--- src/rtl/klein_accum_ctrl.sv ---
// Klein compensated-summation sequencer.
// klein_step: one element of second-order (Klein) compensated summation on
// unsigned wrap-around words, followed by a fixed-depth register pipeline.
// klein_accum_ctrl: accepts elements, holds them stable at the step inputs for
// the full pipeline depth, writes the step results back, and on the last
// element of a vector presents the accumulators and their combined total.

module klein_step #(
    parameter int EXP_WIDTH_I  = 5,
    parameter int MANT_WIDTH_I = 2,
    parameter int STEP_LATENCY = 9
) (
    input  logic                                clk_i,
    input  logic                                rst_ni,
    input  logic [EXP_WIDTH_I+MANT_WIDTH_I:0]   elem_i,
    input  logic [EXP_WIDTH_I+MANT_WIDTH_I:0]   sum_i,
    input  logic [EXP_WIDTH_I+MANT_WIDTH_I:0]   cs_i,
    input  logic [EXP_WIDTH_I+MANT_WIDTH_I:0]   ccs_i,
    output logic [EXP_WIDTH_I+MANT_WIDTH_I:0]   sum_o,
    output logic [EXP_WIDTH_I+MANT_WIDTH_I:0]   cs_o,
    output logic [EXP_WIDTH_I+MANT_WIDTH_I:0]   ccs_o
);
    localparam int W = 1 + EXP_WIDTH_I + MANT_WIDTH_I;

    logic [W-1:0] t_s;
    logic [W-1:0] c_s;
    logic [W-1:0] t2_s;
    logic [W-1:0] cc_s;
    logic [W-1:0] ccs_next_s;

    logic [W-1:0] sum_pipe_r [STEP_LATENCY];
    logic [W-1:0] cs_pipe_r  [STEP_LATENCY];
    logic [W-1:0] ccs_pipe_r [STEP_LATENCY];

    // Klein update: first- and second-order error terms, larger operand first.
    always_comb begin
        t_s = sum_i + elem_i;
        if (sum_i >= elem_i) begin
            c_s = (sum_i - t_s) + elem_i;
        end else begin
            c_s = (elem_i - t_s) + sum_i;
        end
        t2_s = cs_i + c_s;
        if (cs_i >= c_s) begin
            cc_s = (cs_i - t2_s) + c_s;
        end else begin
            cc_s = (c_s - t2_s) + cs_i;
        end
        ccs_next_s = ccs_i + cc_s;
    end

    // Delay line giving the step its fixed latency from stable inputs.
    always_ff @(posedge clk_i or negedge rst_ni) begin
        if (!rst_ni) begin
            for (int i = 0; i < STEP_LATENCY; i++) begin
                sum_pipe_r[i] <= '0;
                cs_pipe_r[i]  <= '0;
                ccs_pipe_r[i] <= '0;
            end
        end else begin
            sum_pipe_r[0] <= t_s;
            cs_pipe_r[0]  <= t2_s;
            ccs_pipe_r[0] <= ccs_next_s;
            for (int i = 1; i < STEP_LATENCY; i++) begin
                sum_pipe_r[i] <= sum_pipe_r[i-1];
                cs_pipe_r[i]  <= cs_pipe_r[i-1];
                ccs_pipe_r[i] <= ccs_pipe_r[i-1];
            end
        end
    end

    assign sum_o = sum_pipe_r[STEP_LATENCY-1];
    assign cs_o  = cs_pipe_r[STEP_LATENCY-1];
    assign ccs_o = ccs_pipe_r[STEP_LATENCY-1];
endmodule

module klein_accum_ctrl #(
    parameter int EXP_WIDTH_I  = 5,
    parameter int MANT_WIDTH_I = 2,
    parameter int STEP_LATENCY = 9
) (
    input  logic                                clk_i,
    input  logic                                rst_ni,
    input  logic                                in_valid_i,
    output logic                                in_ready_o,
    input  logic [EXP_WIDTH_I+MANT_WIDTH_I:0]   in_data_i,
    input  logic                                in_last_i,
    output logic                                out_valid_o,
    input  logic                                out_ready_i,
    output logic [EXP_WIDTH_I+MANT_WIDTH_I:0]   out_sum_o,
    output logic [EXP_WIDTH_I+MANT_WIDTH_I:0]   out_cs_o,
    output logic [EXP_WIDTH_I+MANT_WIDTH_I:0]   out_ccs_o,
    output logic [EXP_WIDTH_I+MANT_WIDTH_I:0]   out_result_o
);
    localparam int BIT_WIDTH_I = 1 + EXP_WIDTH_I + MANT_WIDTH_I;
    localparam int CNT_W       = $clog2(STEP_LATENCY + 1);
    localparam logic [CNT_W-1:0] CNT_MAX = CNT_W'(STEP_LATENCY);

    typedef enum logic [1:0] {
        ST_IDLE = 2'd0,
        ST_RUN  = 2'd1,
        ST_DONE = 2'd2
    } state_t;

    state_t state_r;
    state_t state_next_s;

    logic [BIT_WIDTH_I-1:0] elem_r;
    logic                   last_r;
    logic [BIT_WIDTH_I-1:0] sum_r;
    logic [BIT_WIDTH_I-1:0] cs_r;
    logic [BIT_WIDTH_I-1:0] ccs_r;
    logic [CNT_W-1:0]       cnt_r;

    logic [BIT_WIDTH_I-1:0] out_sum_r;
    logic [BIT_WIDTH_I-1:0] out_cs_r;
    logic [BIT_WIDTH_I-1:0] out_ccs_r;
    logic [BIT_WIDTH_I-1:0] out_result_r;

    logic [BIT_WIDTH_I-1:0] step_sum_s;
    logic [BIT_WIDTH_I-1:0] step_cs_s;
    logic [BIT_WIDTH_I-1:0] step_ccs_s;
    logic                   capture_s;
    logic                   in_ready_s;
    logic                   out_valid_s;

    // Step inputs come only from registers so they stay stable while it settles.
    klein_step #(
        .EXP_WIDTH_I  (EXP_WIDTH_I),
        .MANT_WIDTH_I (MANT_WIDTH_I),
        .STEP_LATENCY (STEP_LATENCY)
    ) u_step (
        .clk_i  (clk_i),
        .rst_ni (rst_ni),
        .elem_i (elem_r),
        .sum_i  (sum_r),
        .cs_i   (cs_r),
        .ccs_i  (ccs_r),
        .sum_o  (step_sum_s),
        .cs_o   (step_cs_s),
        .ccs_o  (step_ccs_s)
    );

    assign capture_s = (state_r == ST_RUN) && (cnt_r == CNT_MAX);

    // FSM state register.
    always_ff @(posedge clk_i or negedge rst_ni) begin
        if (!rst_ni) begin
            state_r <= ST_IDLE;
        end else begin
            state_r <= state_next_s;
        end
    end

    // FSM next-state logic.
    always_comb begin
        state_next_s = state_r;
        case (state_r)
            ST_IDLE: begin
                if (in_valid_i) begin
                    state_next_s = ST_RUN;
                end else begin
                    state_next_s = ST_IDLE;
                end
            end
            ST_RUN: begin
                if (capture_s) begin
                    if (last_r) begin
                        state_next_s = ST_DONE;
                    end else begin
                        state_next_s = ST_IDLE;
                    end
                end else begin
                    state_next_s = ST_RUN;
                end
            end
            ST_DONE: begin
                if (out_ready_i) begin
                    state_next_s = ST_IDLE;
                end else begin
                    state_next_s = ST_DONE;
                end
            end
            default: begin
                state_next_s = ST_IDLE;
            end
        endcase
    end

    // FSM outputs: handshake flags decoded from the registered state only.
    always_comb begin
        in_ready_s  = 1'b0;
        out_valid_s = 1'b0;
        case (state_r)
            ST_IDLE: begin
                in_ready_s  = 1'b1;
                out_valid_s = 1'b0;
            end
            ST_RUN: begin
                in_ready_s  = 1'b0;
                out_valid_s = 1'b0;
            end
            ST_DONE: begin
                in_ready_s  = 1'b0;
                out_valid_s = 1'b1;
            end
            default: begin
                in_ready_s  = 1'b0;
                out_valid_s = 1'b0;
            end
        endcase
    end

    // Element latch, latency counter, accumulators and result registers.
    always_ff @(posedge clk_i or negedge rst_ni) begin
        if (!rst_ni) begin
            elem_r       <= '0;
            last_r       <= 1'b0;
            cnt_r        <= '0;
            sum_r        <= '0;
            cs_r         <= '0;
            ccs_r        <= '0;
            out_sum_r    <= '0;
            out_cs_r     <= '0;
            out_ccs_r    <= '0;
            out_result_r <= '0;
        end else begin
            case (state_r)
                ST_IDLE: begin
                    if (in_valid_i) begin
                        elem_r <= in_data_i;
                        last_r <= in_last_i;
                        cnt_r  <= '0;
                    end
                end
                ST_RUN: begin
                    cnt_r <= cnt_r + {{(CNT_W-1){1'b0}}, 1'b1};
                    if (capture_s) begin
                        sum_r <= step_sum_s;
                        cs_r  <= step_cs_s;
                        ccs_r <= step_ccs_s;
                        if (last_r) begin
                            out_sum_r    <= step_sum_s;
                            out_cs_r     <= step_cs_s;
                            out_ccs_r    <= step_ccs_s;
                            out_result_r <= step_sum_s + step_cs_s + step_ccs_s;
                        end
                    end
                end
                ST_DONE: begin
                    if (out_ready_i) begin
                        sum_r <= '0;
                        cs_r  <= '0;
                        ccs_r <= '0;
                    end
                end
                default: begin
                    cnt_r <= '0;
                end
            endcase
        end
    end

    assign in_ready_o   = in_ready_s;
    assign out_valid_o  = out_valid_s;
    assign out_sum_o    = out_sum_r;
    assign out_cs_o     = out_cs_r;
    assign out_ccs_o    = out_ccs_r;
    assign out_result_o = out_result_r;
endmodule

--- config.mk ---
export PLATFORM = sky130hd
export DESIGN_NAME = klein_accum_ctrl
export DESIGN_NICKNAME = d
export VERILOG_FILES = /design/src/rtl/klein_accum_ctrl.sv
export SDC_FILE = /design/constraint.sdc
export NUM_CORES = 1
export LEC_CHECK = 0
export CORE_ASPECT_RATIO = 1.75
export CORE_MARGIN = 2
export CORE_UTILIZATION = 40
export CTS_CLUSTER_SIZE = 20
export DETAILED_ROUTE_END_ITERATION = 16
export DONT_BUFFER_PORTS = 1
export MAX_ROUTING_LAYER = met4
export PLACE_DENSITY = 0.56
export SLEW_MARGIN = 10
export SYNTH_ARGS = -nofsm -noshare
export SYNTH_HDL_FRONTEND = slang
export SYNTH_SLANG_ARGS = --single-unit
--- constraint.sdc ---
create_clock -name clk_i -period 17.1 [get_ports clk_i]
set_input_delay 0 -clock clk_i [delete_from_list [all_inputs] [get_ports clk_i]]
set_output_delay 0 -clock clk_i [all_outputs]
set_load 0.03 [all_outputs]
==> flow_metrics.env <==
export IMPL_status="finished clean"
export IMPL_drt_iter0_markers=338
export IMPL_clock_root_buffer="clkbuf_16"
export IMPL_gp_routability_congestion=0.7532
export IMPL_design_portCount=47
export IMPL_tritoncts="yes"
export IMPL_setup_tns_final_ns=0
export IMPL_floorplan_initialDensity_pct=40.86
export IMPL_syn_nets=876
export IMPL_drcViolationCount=0
export IMPL_via_per_inst=4.602
export IMPL_clk_latency_ns=0.54
export IMPL_placement_rows=78
export IMPL_path_class="register to register"
export IMPL_cts_htree_levels=1
export IMPL_global_route_usage_met1_pct=17.07
export IMPL_cts_hold_buf=13
export IMPL_postRouteAntennaNets=0
export IMPL_max_slew_margin_pct=36.19
export IMPL_synth_most_common_cell="dfrtp_1"
export IMPL_clk_path_buf_depth=3
export IMPL_ys_flop_type="dfrtp_1"
export IMPL_cts_setup_buffers=0
export IMPL_number_of_flops_mapped_to_enable_cells_by_yosys=0
export IMPL_global_route_usage_met3_pct=1.828
export IMPL_share_of_synthesized_registers_carrying_an_async_set_or_reset_pct=100.0
export IMPL_timing_final_setup_violations=0
export IMPL_synth_sequential_area_ratio_pct=67.70
export IMPL_global_route_wire_length_before_repair_um=30180
export IMPL_drive_above_1_share_pct=7.335
export IMPL_synth_area_per_cell_um2=13.74
export IMPL_hpwlAfterDp_um=12330
export IMPL_synthDistinctLibCells=38
export IMPL_filler_cell_count=2304
export IMPL_fin_skew_ns=0.01402
export IMPL_synth_top_cell_area_share_pct=67.70
export IMPL_synthesis_area_um2=10610
export IMPL_period_needed_ns=6.626
export IMPL_finalHoldViolCount=0
export IMPL_holdCritPathClass="primary input to register"
export IMPL_finish_net_count=904
export IMPL_groute_layer_met2_usage_pct=25.38
export IMPL_crit_required_ns=17.50
export IMPL_detail_route_wl_per_cell_um=15.93
export IMPL_yosys_warnings=0
export IMPL_tritoncts_num_buffers=26
export IMPL_globalRouteTotalUtil_pct=14.35
export IMPL_dieArea_um2=27890
export IMPL_grt_antenna_before_repair=0
export IMPL_first_pass_iters=6
export IMPL_numClockSinks=287
export IMPL_synthTopCellsByArea="dfrtp_1 68%, fa_1 6.6%, ha_1 6.6%, nand2_1 4.1%, inv_1 2.4%"
export IMPL_die_span_in_y_um=219.4
export IMPL_detailroute_via_count=5237
export IMPL_first_global_vias=5650
export IMPL_clkTransAtPathRegs_ns=0.07
export IMPL_place_port_buffers=0
export IMPL_synthesis_stage_register_bit_count=287
export IMPL_maxSlewViolCount=0
export IMPL_num_antenna_cells=0
export IMPL_post_cts_resized=0
export IMPL_grt_start_max_net_pins=288
export IMPL_setup_worst_path_start_class="register"
export IMPL_grt_busiest_layer="met2"
export IMPL_synth_cells=772
export IMPL_coreArea_um2=25960
export IMPL_max_cap_violations=0
export IMPL_routed_wirelength_um=18130
export IMPL_fp_dieW_um=127.1
export IMPL_grt_overflow_total=0
export IMPL_cell_taking_the_most_area_after_synthesis="dfrtp_1"
export IMPL_grt_setup_unrepaired="false"
export IMPL_ys_top_cells_by_count="287 x dfrtp_1, 116 x nand2_1, 68 x inv_1, 56 x ha_1, 36 x o21ai_1"
export IMPL_fmaxAchievable_mhz=150.9
export IMPL_critPathMaxFanout=4
export IMPL_crit_arrival_ns=7.03
export IMPL_syn2layout_area_growth_pct=13.68
export IMPL_setup_worst_path_end_class="register"
export IMPL_tightestPinTransition_ns=0.9572
export IMPL_finalCritPeriodShare_pct=38.75
==> flip-flops by register name (all words and copies together), names as in the netlist <==
name and cells:
ccs_r 8, u_step.sum_pipe_r 64, out_sum_o 8, cs_r 8
elem_r 8, u_step.cs_pipe_r 64, sum_r 8, u_step.cs_o 8
out_result_o 8, last_r 1, state_r 2, out_cs_o 8
u_step.ccs_o 8, u_step.sum_o 8, u_step.ccs_pipe_r 64, out_ccs_o 8
cnt_r 4
==> final cells by class <==
cell class / instances / area [µm²] / area share (%)
Inverter: 73 / 274.0 / 2.272
Timing Repair Buffer: 16 / 190.2 / 1.577
Sequential cell: 287 / 7182 / 59.56
Multi-Input combinational cell: 396 / 3092 / 25.64
Tap cell: 320 / 400.4 / 3.320
Clock inverter: 10 / 161.4 / 1.338
Clock buffer: 36 / 759.5 / 6.298
==> cell usage in the layout (no fill, tap or decap), types with 5 or more instances in the layout <==
master / netlist / final
inv_2: 5 / 5
fa_1: 35 / 35
o21bai_1: 7 / 7
nand3_1: 23 / 23
inv_1: 68 / 68
a21o_1: 16 / 16
clkbuf_8: 0 / 5
o21ai_1: 36 / 36
dlygate4sd3_1: 0 / 12
nand2_1: 116 / 116
xnor2_1: 25 / 25
ha_1: 56 / 56
xor2_1: 9 / 9
nor2_1: 18 / 18
dfrtp_1: 287 / 287
a21oi_1: 17 / 17
clkbuf_16: 0 / 27
==> worst max-delay path, cell delays in order (launching register included) <==
cell and delay [ns]:
dfrtp_1 0.40, ha_1 0.19, inv_1 0.06, fa_1 0.38, o21bai_1 0.13, a21oi_1 0.10
fa_1 0.53, fa_1 0.43, ha_1 0.36, and3_1 0.20, a22o_1 0.20, nor2_1 0.17
xnor2_1 0.23, ha_1 0.32, a21o_1 0.18, fa_1 0.47, fa_1 0.49, inv_1 0.04
ha_1 0.31, xnor2_1 0.22, ha_1 0.30, a21oi_1 0.15, o21ai_0 0.11, xnor2_1 0.20
xor3_1 0.33
==> kinds of logic after synthesis <==
logic type      count (synthesis)  synth area share (%)
buf+inv                        89                 3.149
flops                         287                 67.70
simple gates                  172                 6.747
fa+ha+maj                      91                 13.21
xor+xnor                       37                 3.338
mux                             2                0.2123
compound gates                 94                 5.638
==> final timing paths <==
check                                           start                    end  slack (ns)  cells past startpoint
worst max-delay path                        elem_r[0]  u_step.ccs_pipe_r[71]       10.47                     24
worst min-delay path                       in_valid_i              elem_r[3]        0.03                      3
worst max register to register              elem_r[0]  u_step.ccs_pipe_r[71]       10.47                     24
worst min register to register  u_step.ccs_pipe_r[16]   u_step.ccs_pipe_r[8]        0.34                      0
max in group asynchronous                      rst_ni   u_step.cs_pipe_r[36]       15.77                      3
min in group asynchronous                      rst_ni               sum_r[4]        0.10                      2
==> per-layer routing <==
layer  vias up  share of wire, %
met1      2649                40
met4         0               2.1
met2        82                54
li1       2480                 -
met3        26               3.1
met5         -                 0
==> through the flow <==
step,hold slack [ns],util [%],instances,instance area [µm²],worst slack (ns)
floorplan,-0.2956,-,772,10610,10.94
global placement,-0.2810,42.23,1078,10960,10.64
detailed placement,-0.2798,42.23,1078,10960,10.44
CTS,0.03058,46.35,1137,12030,10.41
global route,0.05115,46.45,1138,12060,9.976
finish,0.02941,46.45,1138,12060,10.47
Power is not shown: default switching activity piles up to over one toggle a cycle in this logic, so the estimate is an artifact.
